`src/rtl/mem_access_unit_pkg.sv`:
```
// Shared types and constants for the MEM stage: FSM states, SRAM size codes, load/store opcodes.
package mem_access_unit_pkg;

  typedef enum logic [1:0] {
    ST_IDLE = 2'd0,
    ST_REQ  = 2'd1,
    ST_WAIT = 2'd2
  } state_e;

  localparam logic [1:0] SIZE_BYTE = 2'd0;
  localparam logic [1:0] SIZE_HALF = 2'd1;
  localparam logic [1:0] SIZE_WORD = 2'd2;

  localparam logic [7:0] EXE_LB_OP  = 8'b1110_0000;
  localparam logic [7:0] EXE_LH_OP  = 8'b1110_0001;
  localparam logic [7:0] EXE_LW_OP  = 8'b1110_0011;
  localparam logic [7:0] EXE_LBU_OP = 8'b1110_0100;
  localparam logic [7:0] EXE_LHU_OP = 8'b1110_0101;
  localparam logic [7:0] EXE_SB_OP  = 8'b1110_1000;
  localparam logic [7:0] EXE_SH_OP  = 8'b1110_1001;
  localparam logic [7:0] EXE_SW_OP  = 8'b1110_1011;

endpackage

```
`src/rtl/mem_align.sv`:
```
// Combinational load/store formatting: size and byte enables, store replication,
// alignment check and load byte/half selection with sign or zero extension.
module mem_align
  import mem_access_unit_pkg::*;
#(
  parameter int OP_W = 8
) (
  input  logic [OP_W-1:0] i_op,
  input  logic [1:0]      i_a,
  input  logic [31:0]     i_rt,
  input  logic [31:0]     i_rdata,
  output logic            o_is_load,
  output logic            o_is_store,
  output logic            o_misalign,
  output logic [1:0]      o_size,
  output logic [3:0]      o_wstrb,
  output logic [31:0]     o_wdata,
  output logic [31:0]     o_load_val
);

  logic [7:0]  w_byte;
  logic [15:0] w_half;

  assign w_byte = i_rdata[{i_a, 3'b000} +: 8];
  assign w_half = i_a[1] ? i_rdata[31:16] : i_rdata[15:0];

  always_comb begin
    o_is_load  = 1'b0;
    o_is_store = 1'b0;
    o_misalign = 1'b0;
    o_size     = SIZE_BYTE;
    o_wstrb    = 4'b0000;
    o_wdata    = 32'd0;
    o_load_val = i_rdata;
    case (i_op)
      OP_W'(EXE_LB_OP): begin
        o_is_load  = 1'b1;
        o_load_val = {{24{w_byte[7]}}, w_byte};
      end
      OP_W'(EXE_LBU_OP): begin
        o_is_load  = 1'b1;
        o_load_val = {24'd0, w_byte};
      end
      OP_W'(EXE_LH_OP): begin
        o_is_load  = 1'b1;
        o_size     = SIZE_HALF;
        o_misalign = i_a[0];
        o_load_val = {{16{w_half[15]}}, w_half};
      end
      OP_W'(EXE_LHU_OP): begin
        o_is_load  = 1'b1;
        o_size     = SIZE_HALF;
        o_misalign = i_a[0];
        o_load_val = {16'd0, w_half};
      end
      OP_W'(EXE_LW_OP): begin
        o_is_load  = 1'b1;
        o_size     = SIZE_WORD;
        o_misalign = |i_a;
      end
      OP_W'(EXE_SB_OP): begin
        o_is_store = 1'b1;
        o_wstrb    = 4'b0001 << i_a;
        o_wdata    = {4{i_rt[7:0]}};
      end
      OP_W'(EXE_SH_OP): begin
        o_is_store = 1'b1;
        o_size     = SIZE_HALF;
        o_misalign = i_a[0];
        o_wstrb    = 4'b0011 << i_a;
        o_wdata    = {2{i_rt[15:0]}};
      end
      OP_W'(EXE_SW_OP): begin
        o_is_store = 1'b1;
        o_size     = SIZE_WORD;
        o_misalign = |i_a;
        o_wstrb    = 4'hF;
        o_wdata    = i_rt;
      end
      default: ;
    endcase
  end

endmodule

```
`src/rtl/mem_access_unit.sv`:
```
// MIPS MEM stage: one data-SRAM transaction per load/store, pass-through for other ops,
// alignment exceptions, and one registered result pulse per instruction toward WB.
module mem_access_unit
  import mem_access_unit_pkg::*;
#(
  parameter int ADDR_W = 32,
  parameter int OP_W   = 8
) (
  input  logic              clk,
  input  logic              resetn,
  input  logic              ex_valid,
  output logic              ex_ready,
  input  logic [OP_W-1:0]   ex_op,
  input  logic [ADDR_W-1:0] ex_alu_out,
  input  logic [31:0]       ex_rt_data,
  input  logic [4:0]        ex_wreg,
  input  logic              flush,
  output logic              data_req,
  output logic              data_wr,
  output logic [1:0]        data_size,
  output logic [ADDR_W-1:0] data_addr,
  output logic [3:0]        data_wstrb,
  output logic [31:0]       data_wdata,
  input  logic              data_addr_ok,
  input  logic              data_data_ok,
  input  logic [31:0]       data_rdata,
  output logic              wb_valid,
  output logic [31:0]       wb_result,
  output logic [4:0]        wb_wreg,
  output logic              mem_adel,
  output logic              mem_ades,
  output logic [ADDR_W-1:0] mem_badvaddr
);

  state_e            r_state, w_state_nxt;
  logic [OP_W-1:0]   r_op;
  logic [ADDR_W-1:0] r_addr;
  logic [31:0]       r_rt;
  logic [4:0]        r_wreg;
  logic              r_discard;
  logic              r_wb_valid, r_wb_nomem, r_adel, r_ades;
  logic [31:0]       r_wb_result;
  logic [4:0]        r_wb_wreg;
  logic [ADDR_W-1:0] r_badvaddr;

  logic              w_busy, w_accept, w_done, w_kill_wb, w_mem_op;
  logic [OP_W-1:0]   w_op;
  logic [1:0]        w_a, w_size;
  logic              w_is_load, w_is_store, w_misalign;
  logic [3:0]        w_wstrb;
  logic [31:0]       w_wdata, w_load_val;

  assign w_busy   = (r_state != ST_IDLE);
  assign ex_ready = ~w_busy;
  assign w_accept = ex_valid & ~w_busy & ~flush;

  // One formatter serves both phases: incoming op for the alignment check while idle,
  // captured op for store formatting and load extension while a transaction is open.
  assign w_op = w_busy ? r_op : ex_op;
  assign w_a  = w_busy ? r_addr[1:0] : ex_alu_out[1:0];

  mem_align #(.OP_W(OP_W)) u_align (
    .i_op       (w_op),
    .i_a        (w_a),
    .i_rt       (r_rt),
    .i_rdata    (data_rdata),
    .o_is_load  (w_is_load),
    .o_is_store (w_is_store),
    .o_misalign (w_misalign),
    .o_size     (w_size),
    .o_wstrb    (w_wstrb),
    .o_wdata    (w_wdata),
    .o_load_val (w_load_val)
  );

  assign w_mem_op = w_is_load | w_is_store;
  assign w_done   = ((r_state == ST_REQ) & data_addr_ok & data_data_ok)
                  | ((r_state == ST_WAIT) & data_data_ok);

  always_ff @(posedge clk or negedge resetn) begin
    if (!resetn) r_state <= ST_IDLE;
    else         r_state <= w_state_nxt;
  end

  always_comb begin
    w_state_nxt = r_state;
    case (r_state)
      ST_IDLE: if (w_accept && w_mem_op && !w_misalign) w_state_nxt = ST_REQ;
      ST_REQ:  if (data_addr_ok) w_state_nxt = data_data_ok ? ST_IDLE : ST_WAIT;
      ST_WAIT: if (data_data_ok) w_state_nxt = ST_IDLE;
      default: w_state_nxt = ST_IDLE;
    endcase
  end

  always_ff @(posedge clk or negedge resetn) begin
    if (!resetn) begin
      r_op   <= '0;
      r_addr <= '0;
      r_rt   <= '0;
      r_wreg <= '0;
    end else if (w_accept) begin
      r_op   <= ex_op;
      r_addr <= ex_alu_out;
      r_rt   <= ex_rt_data;
      r_wreg <= ex_wreg;
    end
  end

  // A flushed transaction still runs to data_ok so the SRAM handshake stays balanced.
  always_ff @(posedge clk or negedge resetn) begin
    if (!resetn)              r_discard <= 1'b0;
    else if (w_done)          r_discard <= 1'b0;
    else if (w_busy && flush) r_discard <= 1'b1;
  end

  always_ff @(posedge clk or negedge resetn) begin
    if (!resetn) begin
      r_wb_valid  <= 1'b0;
      r_wb_nomem  <= 1'b0;
      r_adel      <= 1'b0;
      r_ades      <= 1'b0;
      r_wb_result <= '0;
      r_wb_wreg   <= '0;
      r_badvaddr  <= '0;
    end else begin
      r_wb_valid <= 1'b0;
      r_adel     <= 1'b0;
      r_ades     <= 1'b0;
      if (w_accept && (!w_mem_op || w_misalign)) begin
        r_wb_valid  <= 1'b1;
        r_wb_nomem  <= 1'b1;
        r_wb_result <= 32'(ex_alu_out);
        r_wb_wreg   <= ex_wreg;
        if (w_misalign) begin
          r_adel     <= w_is_load;
          r_ades     <= w_is_store;
          r_badvaddr <= ex_alu_out;
        end
      end else if (w_done && !r_discard && !flush) begin
        r_wb_valid  <= 1'b1;
        r_wb_nomem  <= 1'b0;
        r_wb_result <= w_is_load ? w_load_val : 32'd0;
        r_wb_wreg   <= r_wreg;
      end
    end
  end

  // A flush arriving while a pass-through/error result is on the bus cancels it.
  assign w_kill_wb    = flush & r_wb_nomem;
  assign wb_valid     = r_wb_valid & ~w_kill_wb;
  assign mem_adel     = r_adel & ~w_kill_wb;
  assign mem_ades     = r_ades & ~w_kill_wb;
  assign wb_result    = r_wb_result;
  assign wb_wreg      = r_wb_wreg;
  assign mem_badvaddr = r_badvaddr;

  assign data_req   = (r_state == ST_REQ);
  assign data_wr    = w_busy & w_is_store;
  assign data_size  = w_busy ? w_size : 2'd0;
  assign data_addr  = w_busy ? r_addr : '0;
  assign data_wstrb = w_busy ? w_wstrb : 4'd0;
  assign data_wdata = w_busy ? w_wdata : 32'd0;

endmodule

```
`config.mk`:
```
export PLATFORM = sky130hd
export DESIGN_NAME = mem_access_unit
export DESIGN_NICKNAME = d
export VERILOG_FILES = /design/src/rtl/mem_access_unit_pkg.sv /design/src/rtl/mem_align.sv /design/src/rtl/mem_access_unit.sv
export SDC_FILE = /design/constraint.sdc
export NUM_CORES = 1
export LEC_CHECK = 0
export ABC_CLOCK_PERIOD_IN_PS = 4600
export CAP_MARGIN = 20
export CORE_ASPECT_RATIO = 0.9
export CORE_MARGIN = 5
export CORE_UTILIZATION = 30
export CTS_BUF_LIST = sky130_fd_sc_hd__clkbuf_16
export DETAILED_ROUTE_END_ITERATION = 7
export PLACE_DENSITY = 0.56
export SKIP_LAST_GASP = 1
export SLEW_MARGIN = 10
export SYNTH_ARGS = -nofsm -noshare
export SYNTH_HDL_FRONTEND = slang
export SYNTH_SLANG_ARGS = --single-unit
```
`constraint.sdc`:
```
create_clock -name clk -period 4.6 [get_ports clk]
set_clock_uncertainty 0.1 [all_clocks]
set_input_delay 0.92 -clock clk [delete_from_list [all_inputs] [get_ports clk]]
set_output_delay 0.92 -clock clk [all_outputs]
set_load 0.01 [all_outputs]
```
# Yosys cells after proc, flatten, opt, wreduce, memory -nomap -nowiden
# Index checks and enable logic that the tools add are counted.
# word_totals
register_bits	153
inputBits	115
out_inout_bits	145
wordCells	100
# op_classes
n_eq_ne	13
n_shift	3
n_mux	34
bitwise	15
reduce_logical	22
# ops
op	count
2-to-1 mux 32 bit	5
case mux 32 bit (4 select lines)	1
case mux 32 bit (3 select lines)	1
equality test 8 bit (second input constant)	8
variable part select 32 x 6 -> 8 bit	1
2-to-1 mux 16 bit	1
2-to-1 mux 1 bit	12
2-to-1 mux 2 bit	6
case mux 4 bit (3 select lines)	1
bitwise AND 1 bit	10
2-to-1 mux 5 bit	2
2-to-1 mux 8 bit	1
logical AND 1 bit	6
case mux 2 bit (3 select lines)	1
nonzero test 2 bit	3
OR reduction 3 bit	2
OR reduction 5 bit	1
zero test 1 bit	4
2-to-1 mux 4 bit	1
inequality test 2 bit (second input constant)	2
case mux 2 bit (2 select lines)	1
OR reduction 2 bit	2
<< shifter 1 x 2 -> 4 bit (first input constant)	1
<< shifter 2 x 2 -> 4 bit (first input constant)	1
10 further kinds	13

# Depth between registers and ports, before layout
# depth
depth_word	10
ltp_mapped	10
depth_no_buf	7

# Modules after synthesis
# Synthesis repeated with hierarchy kept, for this count alone.
# hier_totals
cells_unflattened	982
hier_area_um2	8762.2
# by_module_without_submodules
module	n_inst	cells_per_inst	area_per_inst_um2	seq_area_each_um2
mem_access_unit	1	774	7323.3	3828.7
mem_align	1	208	1438.9	0.0

# Worst setup path after synthesis
# OpenSTA, ideal clock, no wires.
# synth_timing
path_kind	input to output
from	input ex_op[4]
to	output data_wstrb[3]
arrival_ps	2724
required_time_ps	3580
slack_ps	856
cell_stages	6
path_buffers	1
cell_sequence	nand4b_1 > or4_4 > a21boi_1 > clkbuf_1 > o211ai_1 > a21oi_1
# synth_between
elab_chain_cells	4
word_cells_on_any_way	6
classes_between	eq/ne (3); mux (3)
# synth_rtl
item	line_no	rtl
start, declared	mem_access_unit.sv:13	input logic [OP_W-1:0] ex_op,
2-to-1 mux 8 bit (*)	mem_access_unit.sv:59	assign w_op = w_busy ? r_op : ex_op;
equality test 8 bit	mem_align.sv:35	case (i_op)
case mux 4 bit (3 select lines) (*)	mem_align.sv:35	
2-to-1 mux 4 bit (*)	mem_access_unit.sv:161	assign data_wstrb = w_busy ? w_wstrb : 4'd0;
end, declared	mem_access_unit.sv:22	output logic [3:0] data_wstrb,
# Every way passes the cells marked *; elsewhere a longest branch is shown, timed or not.

# Worst setup path in the final report
# layout_timing
from	input ex_op[4]
to	output data_wdata[25]
# layout_between
elab_chain_cells	4
word_cells_on_any_way	6
classes_between	eq/ne (3); mux (3)
# layout_rtl
item	line_no	rtl
2-to-1 mux 8 bit (*)	mem_access_unit.sv:59	
equality test 8 bit	mem_align.sv:35	
case mux 32 bit (3 select lines) (*)	mem_align.sv:35	
2-to-1 mux 32 bit (*)	mem_access_unit.sv:162	assign data_wdata = w_busy ? w_wdata : 32'd0;
end, declared	mem_access_unit.sv:23	output logic [31:0] data_wdata,
# Marked as above.

==> results.yml <==
sta:
  finalHoldViolations: 0
  rsz0062_at_grt: "false"
  timing.final.crit_period_ns: 4.52
  setup_viol: 0
  maxSlewViolCount: 0
  worst_pin_slew_ns: 1.07
  max_freq_mhz: 221
  tns_ns: 0
  post-route-period-util_pct: 98.2
  relSlewSlack_pct: 28.4
logic_synthesis:
  synth_compound_area_share_pct: 15.8
  seq_area_frac_synth_pct: 47.8
  yosys_warnings: 0
  synth.avg_cell_area_um2: 9.05
  ys.flop_type: "dfrtp_1"
  yosysTopAreaCell: "dfrtp_1"
  synth-simple-area-share_pct: 24.0
  synth_top_family_by_area: "simple AND/OR/NAND/NOR gates"
  synth_area_mm2: 0.00801
  muxShareOfSynthArea_pct: 8.60
  synth.distinct_cells: 72
  synth_top_area_share_pct: 47.8
  synth_fa_ha_area_share_pct: 0
  synth_edf_count: 0
  synthArstFlopShare_pct: 100
  ys_ff_latch: 153
  synth_fp_nets: 1000
  synthXorXnorAreaFrac_pct: 0
  syn_inst: 885
  synthTopCellsByArea: "dfrtp_1 (48%), nand2_1 (12%), mux2_1 (4.9%)"
clock_network:
  cts_buffers: 17
  cts_tree: "done"
  clockBufferDepth: 2
  path_clk_slew_ns: 0.06
  htree_levels: 4
  hold_buffers: 0
  cts-root-buf: "clkbuf_16"
  clock-sinks: 153
  worstSkewPairLatency_ns: 0.42
floorplan:
  initial_core_util_pct: 30.5
  num_io_pins: 260
  die_area_mm2: 0.0301
  row_count: 56
  fp.dieW_um: 182
  die_y_um: 165
  core_area_mm2: 0.0262
layout:
  fin_cells: 1499
  final_nets: 1252
  syn_to_final_growth_pct: 46.3
  post-route-cell-area_mm2: 0.0117
  drive_above_1_share_pct: 8.35
detailed_routing:
  dr.pass1.iters: 6
  ant_nets: 0
  wire_per_inst_um: 20.0
  vias: 7506
  initialDrtViolationCount: 547
  routed_via_density: 5.01
  drc: 0
  routed_wl_mm: 30.0
status:
  outcome: "finished, final reports clean"
setup_path:
  crit_required_ns: 3.58
  start_kind: "primary input"
  endpoint_kind: "output port"
  crit_fanout: 26
  r2r-start: "r_state[0]"
  r2r_setup_slack_ns: 0.67
  cp.arrival_ns: 3.50
  critPathKind: "primary input to output port"
  reg2reg_depth: 8
  rr_endpoint: "wb_result[6]"
grt:
  grt_util_all_layers_pct: 19.5
  grt_pass1_wl_mm: 45.4
  grt_remaining_overflow: 0
  grt_pass1_vias: 7489
  grt_max_degree: 91
  antenna_found_initial: 2
job:
  cap_violations: 0
worst_hold_path:
  hold_start: "r_addr[21]"
  whs_path_depth: 2
  hold_class: "flip-flop to flip-flop"
  hold_end: "r_addr[21]"
pwr:
  p_per_area_mw_per_mm2: 331
  p_leak_nw: 5.22
  vdd_ir_drop_max_mv: 0.165
place:
  place_area_mm2: 0.0111
  port_buffers: 259
  post-place-cells: 1466
  dp_hpwl_mm: 22.1
  gp_congestion: 0.874
-- registers in the layout, summed over array words and instances, names as in the netlist --
name,count
r_discard,1
r_rt,32
r_addr,32
r_ades,1
r_wb_nomem,1
wb_wreg,5
r_wreg,5
r_wb_valid,1
r_op,8
mem_badvaddr,32
r_state,2
wb_result,32
r_adel,1
-- cell type report --
type                    count  area [µm²]
diodes                      1        2.50
repair buffers            293        2890
well taps                 348         435
inverters                  15        56.3
fillers                  2611       14500
multi-input cells         657        3900
flip-flops and latches    153        3830
clock buffers              17         425
clock inverters            15         175
-- critical path, stage by stage --
cell             delay, ns
clkdlybuf4s50_1       0.41
nand4b_1              0.32
or4_4                 0.50
o2bb2a_1              0.29
buf_12                0.17
nand2_1               0.07
a21oi_1               0.20
clkdlybuf4s50_1       0.59
-- metal layers --
| metal | track usage [%] | vias to the layer above | wire length [µm] |
|---|---|---|---|
| met3 | 4.49 | 41 | 1860 |
| met2 | 30.2 | 277 | 13700 |
| li1 | - | 3573 | - |
| met4 | 5.87 | 4 | 615 |
| met1 | 27.4 | 3611 | 13800 |
| met5 | 0 | - | 34 |
-- synth_stat cells (all sizes together), types with 8 or more instances --
library cell,count
mux2i,17
o311ai,14
o31ai,16
o211ai,13
inv,15
nor3,29
nor2,37
nand2,266
buf,10
a21oi,31
nand3,11
mux2,46
a22oi,8
dfrtp,153
o21ai,19
a21o,12
clkbuf,50
o221ai,10
and2,57
-- cell usage in the layout (no fill, tap or decap), types with 15 or more instances in the layout --
cell and n:
a21oi_1 29, o31ai_1 15, clkbuf_16 17, nor3_1 28, nand2_1 266, mux2i_1 17, buf_4 31, o21ai_0 18
inv_1 15, and2_1 57, dfrtp_1 153, mux2_1 35, nor2_1 37, clkdlybuf4s50_1 258
-- worst max path at each step --
stage / startpoint / to / slack, ns
floorplan: ex_op[4] / data_wstrb[3] / 0.86
global route: ex_op[7] / data_wdata[25] / 0.01
global placement: ex_op[4] / data_wdata[9] / 0.11
finish: ex_op[4] / data_wdata[25] / 0.08
detailed placement: ex_op[4] / data_wdata[25] / 0.1
CTS: r_state[0] / data_wdata[5] / 0.06
-- timing repair --
item                       CTS  global route
resized for setup            0             2
setup endpoints to repair    0            14
buffers inserted             0             0
-- metrics by stage --
step / hold WS (ns) / utilization (%) / setup WS [ns] / power (mW)
final: 0.366 / 44.7 / 0.0847 / 3.87
after global routing: 0.390 / 44.7 / 0.0147 / 4.06
after CTS: 0.371 / 44.7 / 0.0610 / 3.93
after detailed placement: 0.355 / 42.4 / 0.0971 / 2.44
after global placement: 0.349 / 42.4 / 0.107 / 2.43
after floorplan: 0.337 / - / 0.856 / 1.98
-- cell families (layout without fill, tap and decap cells) --
| kind of cell | after synthesis | count (layout) |
|---|---|---|
| AO/OA/AOI/OAI | 165 | 165 |
| multiplexers | 63 | 63 |
| AND/OR/NAND/NOR | 429 | 429 |
| other | 0 | 1 |
| buffers and inverters | 75 | 340 |
| flip-flops | 153 | 153 |
-- where the power goes --
group / total [mW] / switching, mW / internal (mW) / leakage (nW)
registers: 1.65 / 0.121 / 1.53 / 1.93
logic: 0.761 / 0.356 / 0.405 / 2.99
clock network: 1.46 / 0.601 / 0.856 / 0.293
total: 3.87 / 1.08 / 2.79 / 5.22
Power figures use the tool's default switching activity.
